==> config.mk <==
export PLATFORM = sky130hd
export DESIGN_NAME = demux_1to4_reg_flat
export DESIGN_NICKNAME = d
export VERILOG_FILES = /design/src/rtl/demux_1to4_reg_if.sv /design/src/rtl/demux_1to4_reg.sv /design/src/flat_wrapper.sv
export SDC_FILE = /design/constraint.sdc
export NUM_CORES = 1
export LEC_CHECK = 0
export ABC_AREA = 1
export CORE_UTILIZATION = 45
export CTS_CLUSTER_DIAMETER = 80
export DETAILED_ROUTE_END_ITERATION = 8
export PLACE_DENSITY_LB_ADDON = 0.15
export SLEW_MARGIN = 25
export SYNTH_ARGS = -nofsm -noshare
export SYNTH_HDL_FRONTEND = slang
export SYNTH_SLANG_ARGS = --single-unit
==> constraint.sdc <==
create_clock -name clk_i -period 1.5 [get_ports clk_i]
set_input_delay 0.3 -clock clk_i [delete_from_list [all_inputs] [get_ports clk_i]]
set_output_delay 0.3 -clock clk_i [all_outputs]
set_load 0.01 [all_outputs]
==> src/rtl/demux_1to4_reg_if.sv <==
// demux_1to4_reg_if: producer-side word/select handshake plus four consumer channels of the demux.
interface demux_1to4_reg_if #(parameter int size = 32);
  logic [size-1:0] data_i;
  logic [1:0] select_i;
  logic valid_i;
  logic ready_o;
  logic [size-1:0] data0_o, data1_o, data2_o, data3_o;
  logic valid0_o, valid1_o, valid2_o, valid3_o;
  logic ready0_i, ready1_i, ready2_i, ready3_i;
  logic [7:0] cnt0_o, cnt1_o, cnt2_o, cnt3_o;
  modport slave (
    input data_i, select_i, valid_i, ready0_i, ready1_i, ready2_i, ready3_i,
    output ready_o, data0_o, data1_o, data2_o, data3_o,
    output valid0_o, valid1_o, valid2_o, valid3_o, cnt0_o, cnt1_o, cnt2_o, cnt3_o
  );
  modport master (
    output data_i, select_i, valid_i, ready0_i, ready1_i, ready2_i, ready3_i,
    input ready_o, data0_o, data1_o, data2_o, data3_o,
    input valid0_o, valid1_o, valid2_o, valid3_o, cnt0_o, cnt1_o, cnt2_o, cnt3_o
  );
endinterface

==> src/rtl/demux_1to4_reg.sv <==
// demux_1to4_reg: registered 1-to-4 demux, one-entry holding register and delivery counter per channel.
module demux_1to4_reg #(parameter int size = 32) (
  input logic clk_i,
  input logic rst_i,
  demux_1to4_reg_if.slave bus
);
  localparam logic [0:0] EMPTY = 1'b0;
  localparam logic [0:0] FULL = 1'b1;
  logic [3:0] rdy, vld, acc;
  logic [3:0][size-1:0] dout;
  logic [3:0][7:0] cnt;
  logic acc_any;
  assign rdy = {bus.ready3_i, bus.ready2_i, bus.ready1_i, bus.ready0_i};
  // A full channel whose consumer drains this cycle can take a new word in the same edge.
  assign bus.ready_o = ~vld[bus.select_i] | rdy[bus.select_i];
  assign acc_any = bus.valid_i & bus.ready_o;
  assign acc = acc_any ? 4'b0001 << bus.select_i : 4'b0000;
  for (genvar c = 0; c < 4; c++) begin : g_ch
    logic [0:0] st_q, st_d;
    logic [size-1:0] data_q, data_d;
    logic [7:0] cnt_q, cnt_d;
    logic dlv;
    always_comb begin
      dlv = (st_q == FULL) & rdy[c];
      st_d = acc[c] ? FULL : dlv ? EMPTY : st_q;
      data_d = acc[c] ? bus.data_i : data_q;
      cnt_d = dlv ? cnt_q + 8'd1 : cnt_q;
    end
    always_ff @(posedge clk_i or negedge rst_i) begin
      if (!rst_i) begin
        st_q <= EMPTY;
        data_q <= '0;
        cnt_q <= '0;
      end else begin
        st_q <= st_d;
        data_q <= data_d;
        cnt_q <= cnt_d;
      end
    end
    assign vld[c] = st_q == FULL;
    assign dout[c] = data_q;
    assign cnt[c] = cnt_q;
  end
  assign {bus.valid3_o, bus.valid2_o, bus.valid1_o, bus.valid0_o} = vld;
  assign bus.data0_o = dout[0];
  assign bus.data1_o = dout[1];
  assign bus.data2_o = dout[2];
  assign bus.data3_o = dout[3];
  assign bus.cnt0_o = cnt[0];
  assign bus.cnt1_o = cnt[1];
  assign bus.cnt2_o = cnt[2];
  assign bus.cnt3_o = cnt[3];
endmodule

==> src/flat_wrapper.sv <==
// flat-port wrapper written by rule: the top's interface ports become plain ports
module demux_1to4_reg_flat 
#(parameter int size = 32)
  (clk_i, rst_i, bus_data_i, bus_select_i, bus_valid_i, bus_ready0_i, bus_ready1_i, bus_ready2_i, bus_ready3_i, bus_ready_o, bus_data0_o, bus_data1_o, bus_data2_o, bus_data3_o, bus_valid0_o, bus_valid1_o, bus_valid2_o, bus_valid3_o, bus_cnt0_o, bus_cnt1_o, bus_cnt2_o, bus_cnt3_o);
  demux_1to4_reg_if #(.size(size)) bus_i ();
  input logic clk_i;
  input logic rst_i;
  input wire logic [$bits(bus_i.data_i)-1:0] bus_data_i;
  input wire logic [$bits(bus_i.select_i)-1:0] bus_select_i;
  input wire logic [$bits(bus_i.valid_i)-1:0] bus_valid_i;
  input wire logic [$bits(bus_i.ready0_i)-1:0] bus_ready0_i;
  input wire logic [$bits(bus_i.ready1_i)-1:0] bus_ready1_i;
  input wire logic [$bits(bus_i.ready2_i)-1:0] bus_ready2_i;
  input wire logic [$bits(bus_i.ready3_i)-1:0] bus_ready3_i;
  output wire logic [$bits(bus_i.ready_o)-1:0] bus_ready_o;
  output wire logic [$bits(bus_i.data0_o)-1:0] bus_data0_o;
  output wire logic [$bits(bus_i.data1_o)-1:0] bus_data1_o;
  output wire logic [$bits(bus_i.data2_o)-1:0] bus_data2_o;
  output wire logic [$bits(bus_i.data3_o)-1:0] bus_data3_o;
  output wire logic [$bits(bus_i.valid0_o)-1:0] bus_valid0_o;
  output wire logic [$bits(bus_i.valid1_o)-1:0] bus_valid1_o;
  output wire logic [$bits(bus_i.valid2_o)-1:0] bus_valid2_o;
  output wire logic [$bits(bus_i.valid3_o)-1:0] bus_valid3_o;
  output wire logic [$bits(bus_i.cnt0_o)-1:0] bus_cnt0_o;
  output wire logic [$bits(bus_i.cnt1_o)-1:0] bus_cnt1_o;
  output wire logic [$bits(bus_i.cnt2_o)-1:0] bus_cnt2_o;
  output wire logic [$bits(bus_i.cnt3_o)-1:0] bus_cnt3_o;
  assign bus_i.data_i = bus_data_i;
  assign bus_i.select_i = bus_select_i;
  assign bus_i.valid_i = bus_valid_i;
  assign bus_i.ready0_i = bus_ready0_i;
  assign bus_i.ready1_i = bus_ready1_i;
  assign bus_i.ready2_i = bus_ready2_i;
  assign bus_i.ready3_i = bus_ready3_i;
  assign bus_ready_o = bus_i.ready_o;
  assign bus_data0_o = bus_i.data0_o;
  assign bus_data1_o = bus_i.data1_o;
  assign bus_data2_o = bus_i.data2_o;
  assign bus_data3_o = bus_i.data3_o;
  assign bus_valid0_o = bus_i.valid0_o;
  assign bus_valid1_o = bus_i.valid1_o;
  assign bus_valid2_o = bus_i.valid2_o;
  assign bus_valid3_o = bus_i.valid3_o;
  assign bus_cnt0_o = bus_i.cnt0_o;
  assign bus_cnt1_o = bus_i.cnt1_o;
  assign bus_cnt2_o = bus_i.cnt2_o;
  assign bus_cnt3_o = bus_i.cnt3_o;
  demux_1to4_reg #(.size(size)) u_core (.clk_i(clk_i), .rst_i(rst_i), .bus(bus_i));
endmodule
==> metrics.cfg <==
[run_status]
status = complete, but fails checks
violations = negative setup slack

[sta]
finalSetupViolCount = 25
setup_ws_ns = -0.0734
finClkSkew_ns = 0.00821
relSlewSlack = 0.694
fin_crit_ns = 1.57
report.final.slew_viol_count = 0
rsz0062_at_grt = yes
finalHoldViolCount = 0
tightest_slew_ns = 0.459
fmax_ghz = 0.636
finalCritPeriodShare = 1.05

[synth]
ys_warn_count = 0
ys_ff_latch = 164
yosysMostFrequentCell = nand2_1
synthesis.area_um2 = 7000
yosysTopAreaCellShare = 0.586
yosysTopAreaCell = dfrtp_1
syn_inst = 754
ys.flop_type = dfrtp_1
async_flop_share = 1.00
synth_cell_types = 23
synth.avg_cell_area_um2 = 9.29
yosysSeqAreaShare = 0.586
synth-edff-count = 0
synthTopCellsByArea = dfrtp_1 59%, nand2_1 17%, nand4_1 12%
synthTopCellsByCount = 308 x nand2_1, 164 x dfrtp_1, 132 x nand4_1
synth_nets = 799

[die]
pin_count = 206
core_area_um2 = 15200
die_w_um = 127
row_count = 45
die_area_um2 = 16100
die_y_um = 127
initial_core_util = 0.461

[route]
wl_per_cell_um = 17.8
drt_iter0_drc = 337
finalWirelength_mm = 21.2
vias = 6441
viasPerCell = 5.42
ant_nets = 0
drt-met1-wl_mm = 8.75
firstDrtPassIters = 5
met2WireLength_mm = 10.5
drc = 0
top_layer = met4
dr_wl_met3_mm = 1.48

[place]
place_hpwl_mm = 14.3
port_buffers = 205
pre_cts_slack_ns = -0.710
place.gp.congestion = 0.832

[power]
p_per_area_nw_per_um2 = 1410
p_total_mw = 14.2
power_switching_mw = 4.51
seq_power_share = 0.419
swShare = 0.317
power.internal_mw = 9.72
p_clk_frac = 0.315
ir_worst_vdd_mv = 0.894
p_leak_nw = 5.49
comb_power_share = 0.267

[final_layout]
syn2layout_area_growth_pct = 44.6
fill_cells = 1307
drive_above_1_share = 0.118
regArea_um2 = 4100
final_net_count = 1032
multi_input_area_um2 = 2520

[worst_setup_path]
path_class = reg -> out
worstPathArrival_ns = 1.27
start_kind = register
ff2ff_path_depth = 10
end_kind = primary output
required_ns = 1.20
path_max_fanout = 2

[clock_network]
clk_latency_ns = 0.42
cts.sink_count = 164
cts_tree = built
clock_path_buffers = 2
clock-root-buffer = clkbuf_16
htreeDepth = 4
clk_pin_slew_worst_paths_ns = 0.06
cts_buffers = 17

[global_routing]
grt_max_degree = 53
track_usage = 0.274
grt-ovfl-total = 0
grt_pass1_wl_mm = 33.9
antenna_found_initial = 1
grt_pass1_vias = 6400

[hold_path]
hold_depth = 2
min_path_type = in -> reg

[run]
max-cap-violations = 0

==> registers in the layout, summed over array words and instances (netlist names) <==
| name | flops |
|---|---|
| u_core.bus.cnt3_o | 8 |
| u_core.bus.cnt0_o | 8 |
| u_core.bus.data2_o | 32 |
| u_core.bus.cnt2_o | 8 |
| u_core.bus.valid1_o | 1 |
| u_core.bus.valid2_o | 1 |
| u_core.bus.data1_o | 32 |
| u_core.bus.data0_o | 32 |
| u_core.bus.valid3_o | 1 |
| u_core.bus.valid0_o | 1 |
| u_core.bus.cnt1_o | 8 |
| u_core.bus.data3_o | 32 |
==> through the flow <==
stage               cells  setup TNS [ns]  hold WS [ns]  utilization  area [um^2]
finish               1188          -0.353         0.144        0.666        10100
global placement     1142          -78.26         0.252        0.626         9520
CTS                  1184         -0.0979         0.273        0.660        10000
global route         1188           -9.48         0.171        0.666        10100
detailed placement   1142          -82.95         0.251        0.626         9520
floorplan             754               0       0.00441            -         7000
==> area by class of cell <==
cell class | instances | area share
antenna | 1 | 0.000247
clock buffer | 17 | 0.0420
clock inverter | 14 | 0.0178
inverter | 24 | 0.00890
multi-input combinational | 511 | 0.249
sequential | 164 | 0.405
tap | 188 | 0.0232
timing repair buffer | 269 | 0.254
==> layout by cell type (no fill, tap or decap), types with 4 or more instances in the layout <==
master and n:
ha_1 4, xor2_1 15, xnor2_1 9, buf_4 41, nand4_1 132, dlygate4sd2_1 161, nor2_1 13, inv_1 20
dfrtp_1 164, clkbuf_16 18, buf_6 11, buf_12 14, nand3_1 12, nand2_1 306, clkdlybuf4s50_1 35, inv_2 4
o21ai_1 4, clkinvlp_4 5
==> power by group through the flow <==
| stage | logic (mW) | registers [mW] | clock network (mW) |
|---|---|---|---|
| after detailed placement | 4.19 | 6.12 | 0 |
| final | 3.79 | 5.96 | 4.48 |
| after CTS | 3.77 | 5.95 | 4.55 |
| after floorplan | 1.16 | 6.46 | 0 |
| after global placement | 4.10 | 6.06 | 0 |
| after global routing | 4.15 | 6.06 | 4.74 |
==> metal layers <==
metal	vias to the layer above	global-route usage
met5	-	0
met4	0	0.111
met3	33	0.0679
met2	248	0.466
met1	3171	0.334
li1	2989	-
==> critical path: stages, from the launching register on <==
cell and delay, ns:
dfrtp_1 0.39, nand2_1 0.07, nand2_1 0.05, nand2_1 0.07, nand2_2 0.07, nand2_4 0.08
buf_6 0.11
==> path summary, 6_finish.rpt <==
kind | from | endpoint | slack, ns
max in group asynchronous | rst_i | u_core.bus.cnt3_o[3] | 0.57
min in group asynchronous | rst_i | u_core.bus.cnt3_o[5] | 0.36
setup reg to reg | u_core.bus.valid0_o | u_core.bus.data0_o[0] | -0.03
hold reg to reg | u_core.bus.data3_o[26] | u_core.bus.data3_o[26] | 0.46
setup / recovery | u_core.bus.valid0_o | bus_ready_o | -0.07
hold / removal | bus_ready1_i | u_core.bus.valid1_o | 0.14
==> cell families after synthesis <==
kind of cell,after synthesis,share of synthesized area
AOI/OAI and AO/OA,5,0.00357
xor gates and xnor gates,24,0.0300
DFF,164,0.586
buffers and inverters,79,0.0604
adders and majority gates,4,0.00715
and+or+nand+nor,478,0.313
==> repair_timing <==
item                                    CTS  global route
gates cloned                              0             1
buffers inserted                         10             3
gates resized for setup                 190            17
endpoints found under the setup margin  297           135
pin swaps                                 1             5
hold buffers                              1             0
hold endpoints to repair                 31             0
No activity file was read; power rests on OpenSTA's default activity.
